[src/rtl/pipe_hazard_ctrl_pkg.sv]
// Shared pipeline definitions for the hazard controller: FSM state encoding,
// default register-index width and the architectural zero register.
package pipe_hazard_ctrl_pkg;

  localparam int unsigned RegIdxWidth = 4;
  localparam int unsigned RegZero     = 0;

  typedef enum logic [1:0] {
    StRun,
    StFreeze,
    StErr
  } hz_state_e;

endpackage

[src/rtl/pipe_hazard_ctrl_if.sv]
// Front-end control bus between the IF/DEC/EX/MEM stages (master) and the
// hazard controller (slave).
interface pipe_hazard_ctrl_if #(
  parameter int unsigned REG_INDEX_BIT_WIDTH = pipe_hazard_ctrl_pkg::RegIdxWidth
);

  logic [REG_INDEX_BIT_WIDTH-1:0] rs1;
  logic [REG_INDEX_BIT_WIDTH-1:0] rs2;
  logic                           use_rs1;
  logic                           use_rs2;
  logic [REG_INDEX_BIT_WIDTH-1:0] DEC_rd;
  logic                           DEC_wrReg;
  logic                           DEC_ME_mux_sel;
  logic                           DEC_prediction;
  logic                           ex_br_valid;
  logic                           ex_br_taken;
  logic                           mem_req;
  logic                           mem_ready;

  logic                           pc_wrt_en;
  logic                           IF_wrt_en;
  logic                           DEC_wrt_en;
  logic                           IF_flush;
  logic                           DEC_flush;
  logic                           pc_redirect;
  logic                           mem_err;

  modport master (
    output rs1, rs2, use_rs1, use_rs2, DEC_rd, DEC_wrReg, DEC_ME_mux_sel,
           DEC_prediction, ex_br_valid, ex_br_taken, mem_req, mem_ready,
    input  pc_wrt_en, IF_wrt_en, DEC_wrt_en, IF_flush, DEC_flush, pc_redirect, mem_err
  );

  modport slave (
    input  rs1, rs2, use_rs1, use_rs2, DEC_rd, DEC_wrReg, DEC_ME_mux_sel,
           DEC_prediction, ex_br_valid, ex_br_taken, mem_req, mem_ready,
    output pc_wrt_en, IF_wrt_en, DEC_wrt_en, IF_flush, DEC_flush, pc_redirect, mem_err
  );

endinterface

[src/rtl/pipe_hazard_ctrl_hazard_detect.sv]
// Combinational load-use and branch-mispredict detection for the hazard
// controller; no state.
module hazard_detect
  import pipe_hazard_ctrl_pkg::*;
#(
  parameter int unsigned REG_INDEX_BIT_WIDTH = RegIdxWidth
) (
  input  logic [REG_INDEX_BIT_WIDTH-1:0] rs1,
  input  logic [REG_INDEX_BIT_WIDTH-1:0] rs2,
  input  logic                           use_rs1,
  input  logic                           use_rs2,
  input  logic [REG_INDEX_BIT_WIDTH-1:0] dec_rd,
  input  logic                           dec_wr_reg,
  input  logic                           dec_me_mux_sel,
  input  logic                           dec_prediction,
  input  logic                           ex_br_valid,
  input  logic                           ex_br_taken,
  output logic                           load_use,
  output logic                           mispredict
);

  logic rd_live;
  logic rs1_hit;
  logic rs2_hit;

  // Writes to the zero register are discarded, so they never create a dependency.
  assign rd_live = dec_wr_reg && dec_me_mux_sel &&
                   (dec_rd != REG_INDEX_BIT_WIDTH'(RegZero));
  assign rs1_hit = use_rs1 && (rs1 == dec_rd);
  assign rs2_hit = use_rs2 && (rs2 == dec_rd);

  assign load_use   = rd_live && (rs1_hit || rs2_hit);
  assign mispredict = ex_br_valid && (ex_br_taken != dec_prediction);

endmodule

[src/rtl/pipe_hazard_ctrl.sv]
// Front-end hazard controller: stall/bubble/freeze/mispredict-flush decode plus
// memory-timeout FSM. Define HAZARD_STATS_EN to add saturating event counters.
module pipe_hazard_ctrl
  import pipe_hazard_ctrl_pkg::*;
#(
  parameter int unsigned DBITS               = 32,
  parameter int unsigned REG_INDEX_BIT_WIDTH = RegIdxWidth,
  parameter int unsigned MEM_TIMEOUT         = 64
) (
  input  logic                   clk,
  input  logic                   reset,
  pipe_hazard_ctrl_if.slave      hz
`ifdef HAZARD_STATS_EN
  ,
  output logic [DBITS-1:0]       stall_cnt,
  output logic [DBITS-1:0]       flush_cnt,
  output logic [DBITS-1:0]       freeze_cnt
`endif
);

  localparam int unsigned    CntW       = $clog2(MEM_TIMEOUT + 1);
  localparam logic [CntW-1:0] CntOne     = CntW'(1);
  localparam logic [CntW-1:0] TimeoutVal = CntW'(MEM_TIMEOUT);

  hz_state_e       state_q, state_d;
  logic [CntW-1:0] wait_q, wait_d, wait_inc;
  logic            mem_err_q, mem_err_d;

  logic mem_stall;
  logic mispredict;
  logic load_use;

  assign mem_stall = hz.mem_req && !hz.mem_ready;

  hazard_detect #(
    .REG_INDEX_BIT_WIDTH (REG_INDEX_BIT_WIDTH)
  ) u_hazard_detect (
    .rs1            (hz.rs1),
    .rs2            (hz.rs2),
    .use_rs1        (hz.use_rs1),
    .use_rs2        (hz.use_rs2),
    .dec_rd         (hz.DEC_rd),
    .dec_wr_reg     (hz.DEC_wrReg),
    .dec_me_mux_sel (hz.DEC_ME_mux_sel),
    .dec_prediction (hz.DEC_prediction),
    .ex_br_valid    (hz.ex_br_valid),
    .ex_br_taken    (hz.ex_br_taken),
    .load_use       (load_use),
    .mispredict     (mispredict)
  );

  assign wait_inc = (wait_q == {CntW{1'b1}}) ? wait_q : wait_q + CntOne;

  always_comb begin
    state_d   = state_q;
    wait_d    = wait_q;
    mem_err_d = mem_err_q;
    unique case (state_q)
      StRun: begin
        if (mem_stall) begin
          wait_d = CntOne;
          if (CntOne >= TimeoutVal) begin
            state_d   = StErr;
            mem_err_d = 1'b1;
          end else begin
            state_d = StFreeze;
          end
        end
      end
      StFreeze: begin
        if (mem_stall) begin
          wait_d = wait_inc;
          if (wait_inc >= TimeoutVal) begin
            state_d   = StErr;
            mem_err_d = 1'b1;
          end
        end else begin
          state_d = StRun;
          wait_d  = '0;
        end
      end
      StErr: begin
        state_d = StErr;
      end
      default: begin
        state_d = StRun;
        wait_d  = '0;
      end
    endcase
  end

  always_ff @(posedge clk) begin
    if (!reset) begin
      state_q   <= StRun;
      wait_q    <= '0;
      mem_err_q <= 1'b0;
    end else begin
      state_q   <= state_d;
      wait_q    <= wait_d;
      mem_err_q <= mem_err_d;
    end
  end

  logic pc_wrt_en, if_wrt_en, dec_wrt_en, if_flush, dec_flush, pc_redirect;
  logic active;

  // Release from FREEZE falls through to the RUN decode in the same cycle.
  assign active = reset && (state_q != StErr);

  always_comb begin
    pc_wrt_en   = 1'b1;
    if_wrt_en   = 1'b1;
    dec_wrt_en  = 1'b1;
    if_flush    = 1'b0;
    dec_flush   = 1'b0;
    pc_redirect = 1'b0;
    if (!active) begin
      pc_wrt_en  = 1'b0;
      if_wrt_en  = 1'b0;
      dec_wrt_en = 1'b0;
      if_flush   = 1'b1;
      dec_flush  = 1'b1;
    end else if (mem_stall) begin
      pc_wrt_en  = 1'b0;
      if_wrt_en  = 1'b0;
      dec_wrt_en = 1'b0;
    end else if (mispredict) begin
      pc_redirect = 1'b1;
      if_flush    = 1'b1;
      dec_flush   = 1'b1;
    end else if (load_use) begin
      pc_wrt_en = 1'b0;
      if_wrt_en = 1'b0;
      dec_flush = 1'b1;
    end
  end

  assign hz.pc_wrt_en   = pc_wrt_en;
  assign hz.IF_wrt_en   = if_wrt_en;
  assign hz.DEC_wrt_en  = dec_wrt_en;
  assign hz.IF_flush    = if_flush;
  assign hz.DEC_flush   = dec_flush;
  assign hz.pc_redirect = pc_redirect;
  assign hz.mem_err     = mem_err_q;

`ifdef HAZARD_STATS_EN
  logic [DBITS-1:0] stall_cnt_q, flush_cnt_q, freeze_cnt_q;
  logic             stall_ev, flush_ev, freeze_ev;

  assign freeze_ev = active && mem_stall;
  assign flush_ev  = active && !mem_stall && mispredict;
  assign stall_ev  = active && !mem_stall && !mispredict && load_use;

  always_ff @(posedge clk) begin
    if (!reset) begin
      stall_cnt_q  <= '0;
      flush_cnt_q  <= '0;
      freeze_cnt_q <= '0;
    end else begin
      if (stall_ev && (stall_cnt_q != {DBITS{1'b1}}))   stall_cnt_q  <= stall_cnt_q + 1'b1;
      if (flush_ev && (flush_cnt_q != {DBITS{1'b1}}))   flush_cnt_q  <= flush_cnt_q + 1'b1;
      if (freeze_ev && (freeze_cnt_q != {DBITS{1'b1}})) freeze_cnt_q <= freeze_cnt_q + 1'b1;
    end
  end

  assign stall_cnt  = stall_cnt_q;
  assign flush_cnt  = flush_cnt_q;
  assign freeze_cnt = freeze_cnt_q;
`endif

endmodule

[src/flat_wrapper.sv]
// flat-port wrapper written by rule: the top's interface ports become plain ports
module pipe_hazard_ctrl_flat import pipe_hazard_ctrl_pkg::*;
#(
  parameter int unsigned DBITS               = 32,
  parameter int unsigned REG_INDEX_BIT_WIDTH = RegIdxWidth,
  parameter int unsigned MEM_TIMEOUT         = 64
)
  (clk, reset, hz_rs1, hz_rs2, hz_use_rs1, hz_use_rs2, hz_DEC_rd, hz_DEC_wrReg, hz_DEC_ME_mux_sel, hz_DEC_prediction, hz_ex_br_valid, hz_ex_br_taken, hz_mem_req, hz_mem_ready, hz_pc_wrt_en, hz_IF_wrt_en, hz_DEC_wrt_en, hz_IF_flush, hz_DEC_flush, hz_pc_redirect, hz_mem_err);
  pipe_hazard_ctrl_if #(.REG_INDEX_BIT_WIDTH(REG_INDEX_BIT_WIDTH)) hz_i ();
  input  logic clk;
  input  logic reset;
  input wire logic [$bits(hz_i.rs1)-1:0] hz_rs1;
  input wire logic [$bits(hz_i.rs2)-1:0] hz_rs2;
  input wire logic [$bits(hz_i.use_rs1)-1:0] hz_use_rs1;
  input wire logic [$bits(hz_i.use_rs2)-1:0] hz_use_rs2;
  input wire logic [$bits(hz_i.DEC_rd)-1:0] hz_DEC_rd;
  input wire logic [$bits(hz_i.DEC_wrReg)-1:0] hz_DEC_wrReg;
  input wire logic [$bits(hz_i.DEC_ME_mux_sel)-1:0] hz_DEC_ME_mux_sel;
  input wire logic [$bits(hz_i.DEC_prediction)-1:0] hz_DEC_prediction;
  input wire logic [$bits(hz_i.ex_br_valid)-1:0] hz_ex_br_valid;
  input wire logic [$bits(hz_i.ex_br_taken)-1:0] hz_ex_br_taken;
  input wire logic [$bits(hz_i.mem_req)-1:0] hz_mem_req;
  input wire logic [$bits(hz_i.mem_ready)-1:0] hz_mem_ready;
  output wire logic [$bits(hz_i.pc_wrt_en)-1:0] hz_pc_wrt_en;
  output wire logic [$bits(hz_i.IF_wrt_en)-1:0] hz_IF_wrt_en;
  output wire logic [$bits(hz_i.DEC_wrt_en)-1:0] hz_DEC_wrt_en;
  output wire logic [$bits(hz_i.IF_flush)-1:0] hz_IF_flush;
  output wire logic [$bits(hz_i.DEC_flush)-1:0] hz_DEC_flush;
  output wire logic [$bits(hz_i.pc_redirect)-1:0] hz_pc_redirect;
  output wire logic [$bits(hz_i.mem_err)-1:0] hz_mem_err;
  assign hz_i.rs1 = hz_rs1;
  assign hz_i.rs2 = hz_rs2;
  assign hz_i.use_rs1 = hz_use_rs1;
  assign hz_i.use_rs2 = hz_use_rs2;
  assign hz_i.DEC_rd = hz_DEC_rd;
  assign hz_i.DEC_wrReg = hz_DEC_wrReg;
  assign hz_i.DEC_ME_mux_sel = hz_DEC_ME_mux_sel;
  assign hz_i.DEC_prediction = hz_DEC_prediction;
  assign hz_i.ex_br_valid = hz_ex_br_valid;
  assign hz_i.ex_br_taken = hz_ex_br_taken;
  assign hz_i.mem_req = hz_mem_req;
  assign hz_i.mem_ready = hz_mem_ready;
  assign hz_pc_wrt_en = hz_i.pc_wrt_en;
  assign hz_IF_wrt_en = hz_i.IF_wrt_en;
  assign hz_DEC_wrt_en = hz_i.DEC_wrt_en;
  assign hz_IF_flush = hz_i.IF_flush;
  assign hz_DEC_flush = hz_i.DEC_flush;
  assign hz_pc_redirect = hz_i.pc_redirect;
  assign hz_mem_err = hz_i.mem_err;
  pipe_hazard_ctrl #(.DBITS(DBITS), .REG_INDEX_BIT_WIDTH(REG_INDEX_BIT_WIDTH), .MEM_TIMEOUT(MEM_TIMEOUT)) u_core (.clk(clk), .reset(reset), .hz(hz_i));
endmodule
[config.mk]
export PLATFORM = sky130hd
export DESIGN_NAME = pipe_hazard_ctrl_flat
export DESIGN_NICKNAME = d
export VERILOG_FILES = /design/src/rtl/pipe_hazard_ctrl_pkg.sv /design/src/rtl/pipe_hazard_ctrl_if.sv /design/src/rtl/pipe_hazard_ctrl_hazard_detect.sv /design/src/rtl/pipe_hazard_ctrl.sv /design/src/flat_wrapper.sv
export SDC_FILE = /design/constraint.sdc
export NUM_CORES = 1
export LEC_CHECK = 0
export CORE_MARGIN = 2
export CORE_UTILIZATION = 44
export CTS_BUF_LIST = sky130_fd_sc_hd__clkbuf_8
export DETAILED_ROUTE_END_ITERATION = 10
export PLACE_DENSITY = 0.83
export SLEW_MARGIN = 20
export SYNTH_ARGS = -nofsm -noshare
export SYNTH_HDL_FRONTEND = slang
export SYNTH_SLANG_ARGS = --single-unit
[constraint.sdc]
create_clock -name clk -period 3.3 [get_ports clk]
set_input_delay 0.66 -clock clk [delete_from_list [all_inputs] [get_ports clk]]
set_output_delay 0.66 -clock clk [all_outputs]
set_load 0.01 [all_outputs]
==> results of run 1 <==
[worst reg2reg max path: stages (launching register included)]
cell	delay [ns]
dfxtp_1	0.39
ha_1	0.24
and3_4	0.23
nand4_4	0.15
xor2_1	0.18
a21oi_1	0.14
nor2b_1	0.05
[power by group through the flow]
stage / clock (µW) / sequential (µW) / combinational [µW]
after floorplan: 0 / 127 / 32.1
after global placement: 0 / 127 / 74.8
after detailed placement: 0 / 128 / 76.6
after CTS: 127 / 125 / 76.9
after global routing: 132 / 125 / 83.7
final: 123 / 125 / 76.1
[cell families (layout without fill, tap and decap cells)]
group,after synthesis,in the layout
flip-flops,10,10
adder cells (fa/ha/maj),1,1
buffers and inverters,3,34
XOR/XNOR,10,10
AND/OR/NAND/NOR,41,41
AO/OA/AOI/OAI,18,18
multiplexers,2,2
[per-stage QoR]
step / setup slack (ns) / hold WS, ns / instances / utilization, %
3_3_place_gp: 0.257 / 0.454 / 129 / 66.9
3_5_place_dp: 0.186 / 0.459 / 129 / 66.9
5_1_grt: 0.0167 / 0.492 / 132 / 69.6
6_report: 0.201 / 0.474 / 132 / 69.6
2_1_floorplan: 1.13 / 0.490 / 85 / -
4_1_cts: 0.185 / 0.473 / 132 / 69.6
[registers in the layout, indices dropped and copies added (netlist names)]
signal	flops
u_core.wait_q	7
u_core.state_q	2
u_core.hz.mem_err	1
[layout by cell type, fill, tap and decap left out, types with 4 or more instances in the layout]
| master | n |
|---|---|
| clkdlybuf4s50_1 | 29 |
| dfxtp_1 | 10 |
| nand2_1 | 9 |
| nor2_1 | 8 |
| xor2_1 | 7 |
| nand3_1 | 4 |
| o21a_1 | 4 |
| a21oi_1 | 4 |
[area by class of cell]
| cell class | count | area (µm²) | share of cell area [%] |
|---|---|---|---|
| multi-input cells | 72 | 485 | 46.3 |
| repair buffers | 30 | 298 | 28.4 |
| flip-flops and latches | 10 | 200 | 19.1 |
| clock buffers | 3 | 41.3 | 3.94 |
| well taps | 16 | 20.0 | 1.91 |
| inverters | 1 | 3.75 | 0.358 |
[worst max path at each step]
stage,slack [ns],endpoint,startpoint
floorplan,1.13,hz_pc_wrt_en,hz_DEC_rd[1]
global placement,0.26,hz_DEC_flush,hz_DEC_rd[1]
detailed placement,0.19,hz_DEC_flush,hz_DEC_rd[2]
CTS,0.19,hz_DEC_flush,hz_DEC_rd[2]
global route,0.02,hz_DEC_flush,hz_DEC_rd[2]
finish,0.20,hz_DEC_flush,hz_DEC_rd[2]
[metal layers]
metal	vias up	GRT usage [%]
li1	366	-
met1	337	27.4
met2	17	35.6
met3	0	6.12
met4	0	3.64
met5	-	0
==> results.sh, run 1 <==
export IMPL_status="complete, no violations"
export IMPL_cpPeakStageDelay_ns=0.55
export IMPL_worst_slew_pin_transition_ns=0.359
export IMPL_synth_most_common_cell="dfxtp_1"
export IMPL_hp_start="u_core.hz.mem_err$_SDFFE_PN0P_"
export IMPL_synth_area_leader_cell="dfxtp_1"
export IMPL_pwr_share_clk_pct=38.0
export IMPL_synth_area_mux_share_pct=2.84
export IMPL_met1_length_um=757
export IMPL_yosysUniqueCellTypes=33
export IMPL_path_depth=7
export IMPL_crit_slowest_cell="clkdlybuf4s50_1"
export IMPL_drc=0
export IMPL_p_switching_uw=74.6
export IMPL_grt_pass1_vias=696
export IMPL_final_nets=142
export IMPL_async_flop_share_pct=0
export IMPL_tns_ns=0
export IMPL_fmax_mhz=323
export IMPL_path_cells="clkdlybuf4s50_1, xnor2_1, nand2_1, nor4_1, o21ai_1, o21bai_1, clkdlybuf4s50_1"
export IMPL_dieArea_um2=1940
export IMPL_max_slew_margin_pct=76.1
export IMPL_ios=30
export IMPL_firstDrtPassIters=4
export IMPL_cp_common_cell="clkdlybuf4s50_1"
export IMPL_grt_setup_unrepaired="false"
export IMPL_cp_required_ns=2.64
export IMPL_grt_max_degree=12
export IMPL_synth_top_family_by_area="simple AND/OR/NAND/NOR gates"
export IMPL_h_tree_depth=1
export IMPL_cts_resized=0
export IMPL_whs_endpoint="u_core.hz.mem_err$_SDFFE_PN0P_"
export IMPL_synthAdderAreaFrac_pct=1.77
export IMPL_synth_simple_gate_area_share_pct=36.0
export IMPL_synthCells=85
export IMPL_path_class="in2out"
export IMPL_drv_slew=0
export IMPL_highest_layer="met3"
export IMPL_routabilityCongestion=0.814
export IMPL_wl_met3_um=71
export IMPL_syn_to_final_growth_pct=48.6
export IMPL_synthFlopType="dfxtp_1"
export IMPL_crit_arrival_ns=2.44
export IMPL_ys_top_cells_by_area="dfxtp_1, xor2_1, nand2_1"
export IMPL_drv_cap=0
export IMPL_postPlaceCellArea_um2=1010
export IMPL_worstRegToRegCells=6
export IMPL_min_path_cells=1
export IMPL_ant_nets=0
export IMPL_synth_top_cells_by_count="dfxtp_1, nand2_1, nor2_1, xor2_1"
export IMPL_avgViaCountPerCell=5.45
export IMPL_die_y_um=44.0
export IMPL_via_count=720
export IMPL_cts_buffer_depth=2
export IMPL_final_area_um2=1050
export IMPL_avgSynthCellArea_um2=8.30
export IMPL_p_leak_uw=0.000417
export IMPL_wl_per_cell_um=13.3
export IMPL_r2r_end="u_core.wait_q[0]$_SDFFE_PN0P_"
export IMPL_die_w_um=44.0
export IMPL_wl_mm=1.75
export IMPL_clkTransAtPathRegs_ns=0.04
export IMPL_combPwrFrac_pct=23.4
export IMPL_fillers=124
export IMPL_row_count=14
export IMPL_setup_viol=0
export IMPL_syn_num_nets=109
export IMPL_hold_buffers=0
export IMPL_yosysWarnings=0
export IMPL_p_total_uw=325
export IMPL_p_per_area_nw_per_um2=310
export IMPL_grt_pass1_wl_mm=3.02
export IMPL_cp_max_fo=3
export IMPL_period_minus_slack_ns=3.10
export IMPL_wl_met2_um=924
export IMPL_drive_gt1_share_pct=11.2
export IMPL_min_period_over_period_pct=93.9
export IMPL_yosysSeqAreaShare_pct=28.4
export IMPL_syn_area_um2=706
export IMPL_rrSetupSlack_ns=1.80
export IMPL_finClkSkew_ns=0.00327
export IMPL_post_cts_buffers=0
export IMPL_clock_sinks=10
export IMPL_cp_top_family="buffers and inverters"
export IMPL_p_int_uw=250
export IMPL_n_antenna_cell=0
export IMPL_cp_num_buf_inv=2
export IMPL_swShare_pct=23.0
export IMPL_synth_top_area_share_pct=28.4
export IMPL_gr_usage_all_layers_pct=21.2
export IMPL_ys_ff_latch=10
export IMPL_coreArea_um2=1510
export IMPL_drtIter0Drc=13
export IMPL_clk_latency_ns=0.23
export IMPL_regToRegStartpoint="u_core.wait_q[0]$_SDFFE_PN0P_"
export IMPL_peakVddDrop_uv=264
export IMPL_holdCritPathClass="reg2reg"
export IMPL_cts_tree="yes"
export IMPL_start_kind="input port"
export IMPL_cts_made_buffers=3
export IMPL_root_buffer="clkbuf_8"
export IMPL_synth_edf_count=0
export IMPL_grt_ovfl_total=0
export IMPL_critPathCaptureType="primary output"
export IMPL_synth_xor_area_share_pct=12.4
export IMPL_io_buffers=29
export IMPL_antenna_found_initial=0
export IMPL_p_seq_share_pct=38.6
export IMPL_synth_compound_area_share_pct=15.8
export IMPL_hold_viol=0
export IMPL_initial_core_util_pct=46.8
No activity file was read; power rests on OpenSTA's default activity.
==> run 2: changes to the inputs <==
--- a/config.mk
+++ b/config.mk
@@ -6,11 +6,10 @@
 export NUM_CORES = 1
 export LEC_CHECK = 0
 export CORE_MARGIN = 2
-export CORE_UTILIZATION = 44
+export CORE_UTILIZATION = 35
 export CTS_BUF_LIST = sky130_fd_sc_hd__clkbuf_8
 export DETAILED_ROUTE_END_ITERATION = 10
-export PLACE_DENSITY = 0.83
-export SLEW_MARGIN = 20
+export PLACE_DENSITY = 0.71
 export SYNTH_ARGS = -nofsm -noshare
 export SYNTH_HDL_FRONTEND = slang
 export SYNTH_SLANG_ARGS = --single-unit
==> constraint.sdc (replaced) <==
create_clock -name clk -period 2.65 [get_ports clk]
set_input_delay 0.53 -clock clk [delete_from_list [all_inputs] [get_ports clk]]
set_output_delay 0.53 -clock clk [all_outputs]
set_load 0.01 [all_outputs]
==> run 2 against run 1 <==
  * Clock power grew 30%
  * First-iteration DRC count is 38% lower
  * Combinational power rose by 24%
  * Sequential share of layout area decreased by 0.70 points
  * Design area up 3.8%
  * Utilization is 13 points lower
  * Cell count grew 11%
  * Largest cell class unchanged
  * Highest routed layer is now met4
==> results.sh, run 2 (same netlist as run 1, synthesis figures left out) <==
export IMPL_status="complete, no violations"
export IMPL_path_cells="clkdlybuf4s50_1, xor2_1, nor4_1, o21ai_1, a21o_1, dlygate4sd2_1"
export IMPL_dieArea_um2=2390
export IMPL_avgViaCountPerCell=4.82
export IMPL_path_class="in2out"
export IMPL_multiInputGateArea_um2=492
export IMPL_root_buffer="clkbuf_8"
export IMPL_grt_max_degree=12
export IMPL_instances_no_fill=147
export IMPL_wl_per_cell_um=11.3
export IMPL_antenna_found_initial=0
export IMPL_hold_buffers=0
export IMPL_cpPeakStageDelay_ns=0.46
export IMPL_io_buffers=29
export IMPL_ios=30
export IMPL_cts_buffer_depth=2
export IMPL_clk_latency_ns=0.24
export IMPL_final_cell_mix="clkdlybuf4s50_1, dfxtp_1, nand2_1, nor2_1, xor2_1"
export IMPL_drc=0
export IMPL_use_met3_pct=3.07
export IMPL_firstDrtPassIters=4
export IMPL_fmax_mhz=389
export IMPL_largest_reg_flops=7
export IMPL_drv_slew=0
export IMPL_routabilityCongestion=0.775
export IMPL_drive_gt1_share_pct=15.8
export IMPL_die_y_um=48.9
export IMPL_r2r_end="u_core.wait_q[0]$_SDFFE_PN0P_"
export IMPL_final_common_cell="clkdlybuf4s50_1"
export IMPL_rrSetupSlack_ns=1.19
export IMPL_die_w_um=48.9
export IMPL_p_leak_uw=0.000442
export IMPL_syn_to_final_growth_pct=54.3
export IMPL_dp_hpwl_mm=1.33
export IMPL_postPlaceCellArea_um2=1040
export IMPL_worstRegToRegCells=6
export IMPL_finClkSkew_ns=0.00200
export IMPL_wl_mm=1.67
export IMPL_dp_cells=143
export IMPL_min_period_over_period_pct=96.9
export IMPL_crit_slowest_cell="clkdlybuf4s50_1"
export IMPL_crit_arrival_ns=2.04
export IMPL_hold_viol=0
export IMPL_final_area_um2=1090
export IMPL_hp_start="u_core.hz.mem_err$_SDFFE_PN0P_"
export IMPL_initial_core_util_pct=36.7
export IMPL_cp_max_fo=3
export IMPL_period_minus_slack_ns=2.57
export IMPL_top_usage_layer="met2"
export IMPL_regArea_um2=200
export IMPL_clkTransAtPathRegs_ns=0.05
export IMPL_grt_setup_unrepaired="false"
export IMPL_top_register="u_core.wait_q"
export IMPL_coreArea_um2=1920
export IMPL_regToRegStartpoint="u_core.wait_q[0]$_SDFFE_PN0P_"
export IMPL_grt_ovfl_total=0
export IMPL_fillers=190
export IMPL_whs_endpoint="u_core.hz.mem_err$_SDFFE_PN0P_"
export IMPL_grt_pass1_wl_mm=3.14
export IMPL_start_kind="input port"
export IMPL_ant_nets=0
export IMPL_holdCritPathClass="reg2reg"
export IMPL_grtUsageMet2_pct=29.7
export IMPL_h_tree_depth=1
export IMPL_cts_tree="yes"
export IMPL_grt_pass1_vias=721
export IMPL_cts_made_buffers=3
export IMPL_max_slew_margin_pct=75.9
export IMPL_drv_cap=0
export IMPL_min_path_cells=1
export IMPL_n_antenna_cell=0
export IMPL_gr_usage_all_layers_pct=17.5
export IMPL_cp_required_ns=2.12
export IMPL_critPathCaptureType="primary output"
export IMPL_clock_sinks=10
export IMPL_globalRouteMet1Util_pct=19.5
export IMPL_worst_slew_pin_transition_ns=0.361
export IMPL_final_nets=146
export IMPL_setup_viol=0
export IMPL_via_count=708
export IMPL_p_per_area_nw_per_um2=377
export IMPL_drtIter0Drc=8
export IMPL_peakVddDrop_uv=320
export IMPL_row_count=16
==> run 2: cell types whose count changed in the layout (fill, tap and decap cells not counted) <==
cell	previous run	this run
clkdlybuf4s50_1	29	24
buf_4	1	5
nor4_1	3	2
dlygate4sd2_1	0	4
clkbuf_2	0	1
nor4_2	0	1
==> run 2: layer usage <==
| metal | wire length [µm] | part of all wire [%] |
|---|---|---|
| met1 | 712 | 43 |
| met2 | 858 | 52 |
| met3 | 38 | 2.3 |
| met4 | 57 | 3.4 |
| met5 | 0 | 0 |
==> run 2: critical path: cells and delay by family <==
kind                   cells  cell delay [ns]
AO/OA/AOI/OAI              2             0.32
buffers and inverters      2             0.74
AND/OR/NAND/NOR            1             0.27
XOR/XNOR                   1             0.18
==> run 2: worst max-delay path by stage <==
| stage | startpoint | end | slack (ns) | depth (start not counted) |
|---|---|---|---|---|
| final | hz_DEC_rd[1] | hz_pc_wrt_en | 0.08 | 6 |
| after global routing | hz_rs2[2] | hz_IF_wrt_en | 0.00008 | 7 |
| after CTS | hz_rs2[2] | hz_DEC_flush | 0.004 | 8 |
| after detailed placement | hz_DEC_rd[0] | hz_DEC_flush | -0.19 | 6 |
| after global placement | hz_DEC_rd[1] | hz_DEC_flush | -0.13 | 6 |
| after floorplan | hz_DEC_rd[1] | hz_pc_wrt_en | 0.74 | 5 |
==> run 2: where the power goes <==
group	internal [µW]	switching, µW	leakage (µW)
sequential	153	2.69	0.0000810
combinational	58.5	35.7	0.000340
clock	99.5	60.6	0.0000216
total	311	99.0	0.000442
==> run 2: repair_timing <==
action | CTS | global route
pin swaps | 2 | 1
setup endpoints to repair | 3 | 3
setup buffers | 1 | 0
resized for setup | 6 | 2
==> run 2: cell type report <==
class,count,area share [%]
Timing Repair Buffer,34,29.2
Multi-Input combinational cell,72,45.2
Clock buffer,3,3.79
Inverter,1,0.345
Sequential cell,10,18.4
Tap cell,27,3.10
==> run 2: through the flow <==
| step | hold WS [ns] | utilization (%) | TNS [ns] | power [µW] | setup WS (ns) |
|---|---|---|---|---|---|
| final | 0.470 | 56.6 | 0 | 410 | 0.0810 |
| after global routing | 0.493 | 56.6 | 0 | 430 | 0.0000786 |
| after CTS | 0.472 | 56.6 | 0 | 413 | 0.00405 |
| after detailed placement | 0.457 | 54.3 | -0.499 | 256 | -0.192 |
| after global placement | 0.453 | 54.3 | -0.345 | 254 | -0.133 |
| after floorplan | 0.490 | - | 0 | 198 | 0.744 |
